`config.mk`:
```
export PLATFORM = sky130hd
export DESIGN_NAME = rc4_stream_xor
export DESIGN_NICKNAME = d
export VERILOG_FILES = /design/src/rtl/rc4_stream_xor.sv
export SDC_FILE = /design/constraint.sdc
export NUM_CORES = 1
export LEC_CHECK = 0
export ABC_AREA = 1
export CORE_MARGIN = 1.5
export CORE_UTILIZATION = 40
export CTS_CLUSTER_SIZE = 24
export DETAILED_ROUTE_END_ITERATION = 7
export PLACE_DENSITY = 0.71
export SLEW_MARGIN = 25
export SYNTH_ARGS = -nofsm -noshare
export SYNTH_HDL_FRONTEND = slang
export SYNTH_SLANG_ARGS = --single-unit
export TNS_END_PERCENT = 50
```
`constraint.sdc`:
```
create_clock -name clk -period 3.55 [get_ports clk]
set_input_delay 0.5325 -clock clk [delete_from_list [all_inputs] [get_ports clk]]
set_output_delay 0.5325 -clock clk [all_outputs]
set_load 0.005 [all_outputs]
```
`src/rtl/rc4_stream_xor.sv`:
```
// ---------------------------------------------------------------------------
// rc4_stream_xor
//   Consumer side of an rc4 keystream interface. Keystream bytes from the
//   generator are buffered in a small FIFO and XORed with a message byte
//   stream, one byte per clock at full rate. Encrypt and decrypt are the same
//   operation. The first DROP_N keystream bytes of each message can be
//   discarded (RC4-drop[n]). All three byte streams use valid/ready.
//
//   Parameters
//     DROP_N      keystream bytes discarded after each start (0..255)
//     FIFO_DEPTH  keystream buffer depth, power of 2, >= 2
//     LEN_W       width of the message length and byte counter
//
//   Ports
//     clk, rst                 clock (rising edge), async active-high reset
//     start, msg_len           start pulse in IDLE, message length in bytes
//     busy, done, byte_cnt     message status
//     ks_valid/ks_byte/ks_ready      keystream input stream
//     din_valid/din/din_ready        message input stream
//     dout_valid/dout/dout_ready     result output stream
//
//   A second module, rc4_ks_fifo, holds the keystream buffer.
// ---------------------------------------------------------------------------

// ---------------------------------------------------------------------------
// rc4_ks_fifo
//   Byte FIFO with a combinational head. Push and pop in the same cycle are
//   both honoured and leave the count unchanged. Pointers wrap naturally
//   because DEPTH is a power of two.
//
//   Ports
//     clk, rst          clock, async active-high reset
//     push, wr_data     write strobe and byte (caller never pushes when full)
//     pop               read strobe (caller never pops when empty)
//     head              oldest stored byte
//     count             number of stored bytes (0..DEPTH)
//     full, nonempty    status flags derived from count
// ---------------------------------------------------------------------------
module rc4_ks_fifo #(
  parameter int DEPTH = 4,
  parameter int PTR_W = $clog2(DEPTH),
  parameter int CNT_W = PTR_W + 1
) (
  input  logic             clk,
  input  logic             rst,
  input  logic             push,
  input  logic [7:0]       wr_data,
  input  logic             pop,
  output logic [7:0]       head,
  output logic [CNT_W-1:0] count,
  output logic             full,
  output logic             nonempty
);

  localparam logic [CNT_W-1:0] FULL_CNT = CNT_W'(DEPTH);

  logic [PTR_W-1:0]      wr_ptr_reg;
  logic [PTR_W-1:0]      rd_ptr_reg;
  logic [CNT_W-1:0]      count_reg;
  logic [DEPTH-1:0][7:0] entry_q;

  // One register per slot; only the slot addressed by the write pointer
  // loads on a push.
  genvar gi;
  generate
    for (gi = 0; gi < DEPTH; gi++) begin : g_entry
      logic [7:0] data_reg;

      always_ff @(posedge clk or posedge rst) begin
        if (rst) begin
          data_reg <= 8'h00;
        end else if (push && (wr_ptr_reg == PTR_W'(gi))) begin
          data_reg <= wr_data;
        end
      end

      assign entry_q[gi] = data_reg;
    end
  endgenerate

  always_ff @(posedge clk or posedge rst) begin
    if (rst) begin
      wr_ptr_reg <= '0;
      rd_ptr_reg <= '0;
      count_reg  <= '0;
    end else begin
      if (push) begin
        wr_ptr_reg <= wr_ptr_reg + PTR_W'(1);
      end
      if (pop) begin
        rd_ptr_reg <= rd_ptr_reg + PTR_W'(1);
      end
      // Simultaneous push and pop cancel out in the count.
      if (push && !pop) begin
        count_reg <= count_reg + CNT_W'(1);
      end else if (pop && !push) begin
        count_reg <= count_reg - CNT_W'(1);
      end
    end
  end

  assign head     = entry_q[rd_ptr_reg];
  assign count    = count_reg;
  assign full     = (count_reg == FULL_CNT);
  assign nonempty = (count_reg != '0);

endmodule

module rc4_stream_xor #(
  parameter int DROP_N     = 0,
  parameter int FIFO_DEPTH = 4,
  parameter int LEN_W      = 16
) (
  input  logic             clk,
  input  logic             rst,
  input  logic             start,
  input  logic [LEN_W-1:0] msg_len,
  output logic             busy,
  output logic             done,
  output logic [LEN_W-1:0] byte_cnt,
  input  logic             ks_valid,
  input  logic [7:0]       ks_byte,
  output logic             ks_ready,
  input  logic             din_valid,
  input  logic [7:0]       din,
  output logic             din_ready,
  output logic             dout_valid,
  output logic [7:0]       dout,
  input  logic             dout_ready
);

  localparam int PTR_W = $clog2(FIFO_DEPTH);
  localparam int CNT_W = PTR_W + 1;
  localparam int EXT_W = LEN_W + 1;
  // Value of drop_cnt_reg when the final discarded byte is accepted.
  localparam logic [7:0] DROP_LAST = (DROP_N > 0) ? 8'(DROP_N - 1) : 8'd0;

  typedef enum logic [1:0] {
    ST_IDLE = 2'd0,
    ST_DROP = 2'd1,
    ST_XFER = 2'd2
  } state_t;

  state_t           state_reg;
  logic [LEN_W-1:0] rem_reg;        // message bytes not yet taken from din
  logic [LEN_W-1:0] byte_cnt_reg;   // dout bytes accepted downstream
  logic [7:0]       drop_cnt_reg;   // keystream bytes discarded so far
  logic             busy_reg;
  logic             done_zero_reg;  // done pulse for a zero-length message
  logic [7:0]       dout_reg;
  logic             dout_valid_reg;

  logic [7:0]       fifo_head;
  logic [CNT_W-1:0] fifo_count;
  logic             fifo_full;
  logic             fifo_nonempty;
  logic [EXT_W-1:0] fifo_count_ext;

  logic ks_room;
  logic out_free;
  logic ks_hs;
  logic fifo_push;
  logic drop_hs;
  logic din_hs;
  logic dout_hs;
  logic last_out;

  // -------------------------------------------------------------------------
  // Stream control
  // -------------------------------------------------------------------------
  assign fifo_count_ext = EXT_W'(fifo_count);

  // Only fetch keystream that this message will still consume. Because
  // count <= rem always holds, the FIFO drains to empty exactly when the
  // message ends and the next message starts keystream-aligned.
  assign ks_room = ({1'b0, rem_reg} > fifo_count_ext);

  // The output register can take a new byte if it is empty or being drained.
  assign out_free = !dout_valid_reg || dout_ready;

  always_comb begin
    ks_ready = 1'b0;
    case (state_reg)
      ST_DROP: ks_ready = 1'b1;
      ST_XFER: ks_ready = !fifo_full && ks_room;
      default: ks_ready = 1'b0;
    endcase
  end

  assign din_ready = (state_reg == ST_XFER) && fifo_nonempty &&
                     (rem_reg != '0) && out_free;

  assign ks_hs     = ks_valid && ks_ready;
  assign fifo_push = ks_hs && (state_reg == ST_XFER);
  assign drop_hs   = ks_hs && (state_reg == ST_DROP);
  assign din_hs    = din_valid && din_ready;
  assign dout_hs   = dout_valid_reg && dout_ready;

  // With rem at zero the output register holds the final byte of the
  // message, so its handshake ends the transfer.
  assign last_out  = (state_reg == ST_XFER) && (rem_reg == '0) && dout_hs;

  // -------------------------------------------------------------------------
  // Keystream buffer
  // -------------------------------------------------------------------------
  rc4_ks_fifo #(
    .DEPTH (FIFO_DEPTH),
    .PTR_W (PTR_W),
    .CNT_W (CNT_W)
  ) u_ks_fifo (
    .clk      (clk),
    .rst      (rst),
    .push     (fifo_push),
    .wr_data  (ks_byte),
    .pop      (din_hs),
    .head     (fifo_head),
    .count    (fifo_count),
    .full     (fifo_full),
    .nonempty (fifo_nonempty)
  );

  // -------------------------------------------------------------------------
  // Control FSM, counters and output register
  // -------------------------------------------------------------------------
  always_ff @(posedge clk or posedge rst) begin
    if (rst) begin
      state_reg      <= ST_IDLE;
      rem_reg        <= '0;
      byte_cnt_reg   <= '0;
      drop_cnt_reg   <= 8'd0;
      busy_reg       <= 1'b0;
      done_zero_reg  <= 1'b0;
      dout_reg       <= 8'h00;
      dout_valid_reg <= 1'b0;
    end else begin
      done_zero_reg <= 1'b0;

      // Output register: load on a din handshake, otherwise hold until the
      // consumer takes the byte.
      if (din_hs) begin
        dout_reg       <= din ^ fifo_head;
        dout_valid_reg <= 1'b1;
      end else if (dout_ready) begin
        dout_valid_reg <= 1'b0;
      end

      if (dout_hs) begin
        byte_cnt_reg <= byte_cnt_reg + LEN_W'(1);
      end

      case (state_reg)
        ST_IDLE: begin
          if (start) begin
            rem_reg      <= msg_len;
            byte_cnt_reg <= '0;
            drop_cnt_reg <= 8'd0;
            if (msg_len == '0) begin
              done_zero_reg <= 1'b1;
            end else begin
              busy_reg  <= 1'b1;
              state_reg <= (DROP_N > 0) ? ST_DROP : ST_XFER;
            end
          end
        end

        ST_DROP: begin
          if (drop_hs) begin
            if (drop_cnt_reg == DROP_LAST) begin
              drop_cnt_reg <= 8'd0;
              state_reg    <= ST_XFER;
            end else begin
              drop_cnt_reg <= drop_cnt_reg + 8'd1;
            end
          end
        end

        ST_XFER: begin
          if (din_hs) begin
            rem_reg <= rem_reg - LEN_W'(1);
          end
          if (last_out) begin
            busy_reg  <= 1'b0;
            state_reg <= ST_IDLE;
          end
        end

        default: begin
          state_reg <= ST_IDLE;
          busy_reg  <= 1'b0;
        end
      endcase
    end
  end

  assign busy       = busy_reg;
  assign done       = done_zero_reg || last_out;
  assign byte_cnt   = byte_cnt_reg;
  assign dout_valid = dout_valid_reg;
  assign dout       = dout_reg;

endmodule
```
After elaboration in Yosys (flattened, before gate mapping)
Cells that the tools add are included.
Widths: inputs -> output; s select.

storage, ports and cells
  output and inout bits = 29
  input bits = 38
  word-level logic and storage cells = 106
  register bits = 92

operators by class
  eq/ne operators = 12
  add/subtract/negate cells = 7
  reduce and logical (&&, ||, !) cells = 38
  multiplexer cells = 30
  order comparisons = 2
  bitwise gates (word level) = 2

operator list
  kind                   count
  $mux 16                5
  $logic_not 16->1       2
  $mux 8                 4
  $pmux 16 s2            1
  $logic_and 1x1->1      17
  $add 16x1->16 const B  1
  $bmux 8 s2             1
  $gt 16x3->1            1
  $pmux 8 s2             1
  $reduce_bool 16->1     1
  $sub 16x1->16 const B  1
  $mux 2                 5
  $add 8x1->8 const B    1
  $logic_not 8->1        1
  $mux 1                 8
  $ne 2x2->1 const B     4
  $reduce_bool 2->1      4
  $xor 8x8->8            1
  $eq 2x2->1 const B     3
  $mux 3                 2
  $pmux 2 s3             1
  $reduce_and 3->1       2
  $reduce_and 5->1       1
  $add 2x1->2 const B    2
  other kinds (14)       21

Logic depth before layout (Yosys ltp)
  depth in word-level cells = 10
  mapped depth = 16

Hierarchy
From an unflattened synthesis, not the netlist that was laid out.

unflattened totals
  cells, all modules = 602
  area total of the unflattened synthesis = 4690.7 sq um

by module, submodules not included
  module          seq. area each (sq um)  cells each  instances  area an instance (sq um)
  rc4_stream_xor  1076.0                  387         1          2712.6
  rc4_ks_fifo     975.9                   215         1          1978.1

Worst setup path before layout
OpenSTA, ideal clock, no wires.

  path type = flip-flop to flip-flop
  start point = reg rem_reg[2]
  end point = reg u_ks_fifo.count_reg[2] (netlist: u_ks_fifo.count[2])
  arrival = 2318 ps
  cell stages (with the launch flop) = 15
  data required time = 3419 ps
  path slack = 1101 ps
  cell sequence = dfrtp_1 ha_1 inv_1 nor2_1 nand2_1 nand3_1 nand3_2 nor2_4 buf_6 ha_1 inv_1 fa_1 a21oi_1 o21ai_0 xor2_1

on the way
  word-level cells in the longest chain between the ends = 8
  elaborated cells between the ends (all ways) = 15
  classes of those cells = order compare: 1; mux: 2; reduce/logical: 12

RTL lines
  item                                RTL line  text
  start, declared                     145       logic [LEN_W-1:0] rem_reg;
  start signal, assigned              254       rem_reg <= msg_len;
  start signal, assigned              279       rem_reg <= rem_reg - LEN_W'(1);
  $gt 16x3->1 (*)                     176       assign ks_room = ({1'b0, rem_reg} > fifo_count_ext);
  $logic_and 1x1->1 (*)               185       ST_XFER: ks_ready = !fifo_full && ks_room;
  $pmux 1 s2 (*)                      183       case (state_reg)
  $logic_and 1x1->1 (*)               193       assign ks_hs = ks_valid && ks_ready;
  $logic_and 1x1->1 (*)               194       assign fifo_push = ks_hs && (state_reg == ST_XFER);
  named net fifo_push                 162       logic fifo_push;
  $logic_not 1->1                     96        end else if (pop && !push) begin
  $logic_and 1x1->1                   96
  $reduce_bool 2->1 (no source line)  n/a
  end signal, assigned                95        count_reg <= count_reg + CNT_W'(1);
  end signal, assigned                97        count_reg <= count_reg - CNT_W'(1);
  end, declared                       59        logic [CNT_W-1:0] count_reg;

Mark *: on every way through the listed nets, which the timed path passes. The rest lies on a longest branch.
A chain may end at the register's enable or synchronous reset.

Worst setup path in the final report
  start point = reg rem_reg[0]
  end point = out done

on the way
  word-level cells in the longest chain between the ends = 4

RTL lines
  item                             RTL line  text
  $logic_not 16->1                 201       assign last_out = (state_reg == ST_XFER) && (rem_reg == '0) && dout_hs;
  $logic_and 1x1->1 (2 in series)  201
  $logic_or 1x1->1                 296       assign done = done_zero_reg || last_out;
  end, declared                    119       output logic done,

No other way between the ends.

==> impl_metrics.tcl <==
set metrics [dict create \
    setup_viol 0 \
    yosysSeqAreaShare_pct 43.8 \
    grt_max_degree 83 \
    cts_resized 0 \
    insertion_delay_ps 340 \
    path_class "register to primary output" \
    numCtsBuffers 9 \
    fill_cells 1110 \
    finClkSkew_ps 8.05 \
    drt-total-wl_mm 11.6 \
    cp-start-kind "register" \
    place_congestion 0.871 \
    num_antenna_cells 0 \
    area_delta_synth_final_pct 22.2 \
    largest_reg_flops 32 \
    die_x_um 111 \
    yosysTopAreaCellShare_pct 43.8 \
    synth_top_family_by_area "simple AND/OR/NAND/NOR gates" \
    path_clk_slew_ps 60 \
    route.detailed.drc 0 \
    grt_pass1_vias 4092 \
    power_uw 4960 \
    vias_per_cell 5.06 \
    vias 4283 \
    dieArea_um2 12400 \
    syn-num-nets 685 \
    nNetsFinal 747 \
    hpwl_mm 8.13 \
    syn-cell-area_um2 4690 \
    wl_per_cell_um 13.7 \
    clock_sinks 82 \
    post-cts-setup-buffers 0 \
    post-route-period-util_pct 79.1 \
    status "finished clean" \
    synth_mux_area_share_pct 0 \
    drv_cap 0 \
    syn_area_per_cell_um2 7.37 \
    critPathMaxFanout 7 \
    synth_xor_area_share_pct 2.80 \
    final_core_util_pct 50.2 \
    grt_antenna_before_repair 0 \
    io_buffers 66 \
    worstMarginPinSlew_ps 684 \
    core_um2 11400 \
    cts-root-buf "clkbuf_16" \
    required_ps 3020 \
    firstDrtPassIters 5 \
    end_kind "primary output" \
    grt_pass1_wl_mm 19.7 \
    ctsHoldBuffers 0 \
    max_freq_ghz 0.356 \
    peakVddDrop_uv 307 \
    clk_path_buf_depth 2 \
    cp_cell_sequence "inv_1, ha_1, nand2_1, inv_1, nand4_1, nand2_1, clkdlybuf4s50_1" \
    hold_violations 0 \
    min_period_ps 2810 \
    min_path_type "register to register" \
    critPathSlowestCell "clkdlybuf4s50_1" \
    synth_seq_cells 82 \
    crit_family "buffers and inverters" \
    ys_types 34 \
    synth-simple-area-share_pct 37.6 \
    die_h_um 111 \
    io_pins 67 \
    slew_headroom_pct 54.4 \
    final.setup.tns_ps 0 \
    cts_htree_levels 3 \
    rsz0062_at_grt "no" \
    crit_path_max_incr_delay_ps 490 \
    synth_adder_area_share_pct 3.10 \
    rows 39 \
    leakage_uw 0.00281 \
    drive_above_1_share_pct 7.40 \
    critPathBufInv 3 \
    yosysTopAreaCell "dfrtp_1" \
    cts_tree "built" \
    drt-initial-drc-count 308 \
    start_util_pct 41.1 \
    synth_area_leaders "dfrtp_1 44%, nand2_1 19%, nand3_1 8.1%" \
    grt_overflow 0 \
    crit_arrival_ps 2280 \
    yosys_warnings 0 \
    power.density_nw_per_um2 865 \
    drtAntennaViolNets 0 \
    synthCells 636 \
    slew_viol_final 0 \
    grt.total_usage_pct 19.5 \
    synth_compound_area_share_pct 5.52 \
]
==> area by class of cell <==
cell class	instances	area, um^2	share of cell area, %
clock inverter	6	41.3	0.721
clock buffer	10	239	4.17
multi-input combinational	478	2300	40.1
tap	143	179	3.12
inverter	56	210	3.67
sequential	82	2050	35.8
timing repair buffer	71	711	12.4
==> final timing paths <==
check	start	end	slack (ps)	cells past startpoint
max in group asynchronous	rst	byte_cnt[12]	2600	3
hold reg to reg	u_ks_fifo.g_entry[2].data_reg[0]	u_ks_fifo.g_entry[2].data_reg[0]	480	2
hold / removal	u_ks_fifo.g_entry[2].data_reg[0]	u_ks_fifo.g_entry[2].data_reg[0]	480	2
setup reg to reg	rem_reg[0]	u_ks_fifo.count[2]	1140	13
setup / recovery	rem_reg[0]	done	740	7
min in group asynchronous	rst	dout[3]	610	3
==> cell usage in the layout, fill, tap and decap left out, drive strengths merged <==
cell / count
buf: 5
xor2: 13
fa: 1
clkinv: 5
a21oi: 9
inv: 54
clkbuf: 10
nand3b: 1
and2: 1
clkdlybuf4s50: 66
nor3: 5
nand4: 10
nor2: 61
clkinvlp: 3
o21a: 1
xnor2: 2
nor4: 4
or2: 2
ha: 10
nand3: 81
dfrtp: 82
nand2: 241
o21ai: 36
==> per-stage QoR <==
stage / setup WS, ps / hold slack, ps / cell area [um^2] / cells
after floorplan: 909 / 449 / 4690 / 636
after global placement: 971 / 462 / 5450 / 830
after detailed placement: 955 / 465 / 5450 / 830
after CTS: 736 / 482 / 5730 / 846
after global routing: 573 / 502 / 5730 / 846
final: 742 / 482 / 5730 / 846
==> power by group <==
part           internal [uW]  switching (uW)  total (uW)
Combinational            946            1450        2400
Sequential              1320             354        1680
Clock                    493             388         881
==> routing by layer <==
metal / track usage [%] / up-vias / wire, um / part of all wire (%)
li1: - / 2150 / - / -
met1: 26.4 / 1987 / 5120 / 44
met2: 31.8 / 130 / 5600 / 48
met3: 3.50 / 16 / 699 / 6.0
met4: 6.16 / 0 / 157 / 1.4
met5: 0 / - / 0 / 0
==> cells in the mapped netlist, drive strengths merged <==
cell / instances
nand4: 10
nor3: 5
xor2: 13
nand3b: 1
a21oi: 9
buf: 14
ha: 10
o21a: 1
or2: 2
nand3: 81
o21ai: 36
inv: 53
nor4: 4
nand2: 241
clkbuf: 6
xnor2: 2
dfrtp: 82
fa: 1
and2: 1
nor2: 61
clkinv: 3
==> cell families after synthesis <==
family	Yosys count
adders and majority gates	11
and+or+nand+nor	406
buffers and inverters	76
xor gates and xnor gates	15
AOI/OAI and AO/OA	46
DFF	82
==> worst min-delay path: stages, from the launching register on <==
cell and delay [ps]:
dfrtp_1 340, nand2_1 50, nand2_1 50
Power figures use the tool's default switching activity.
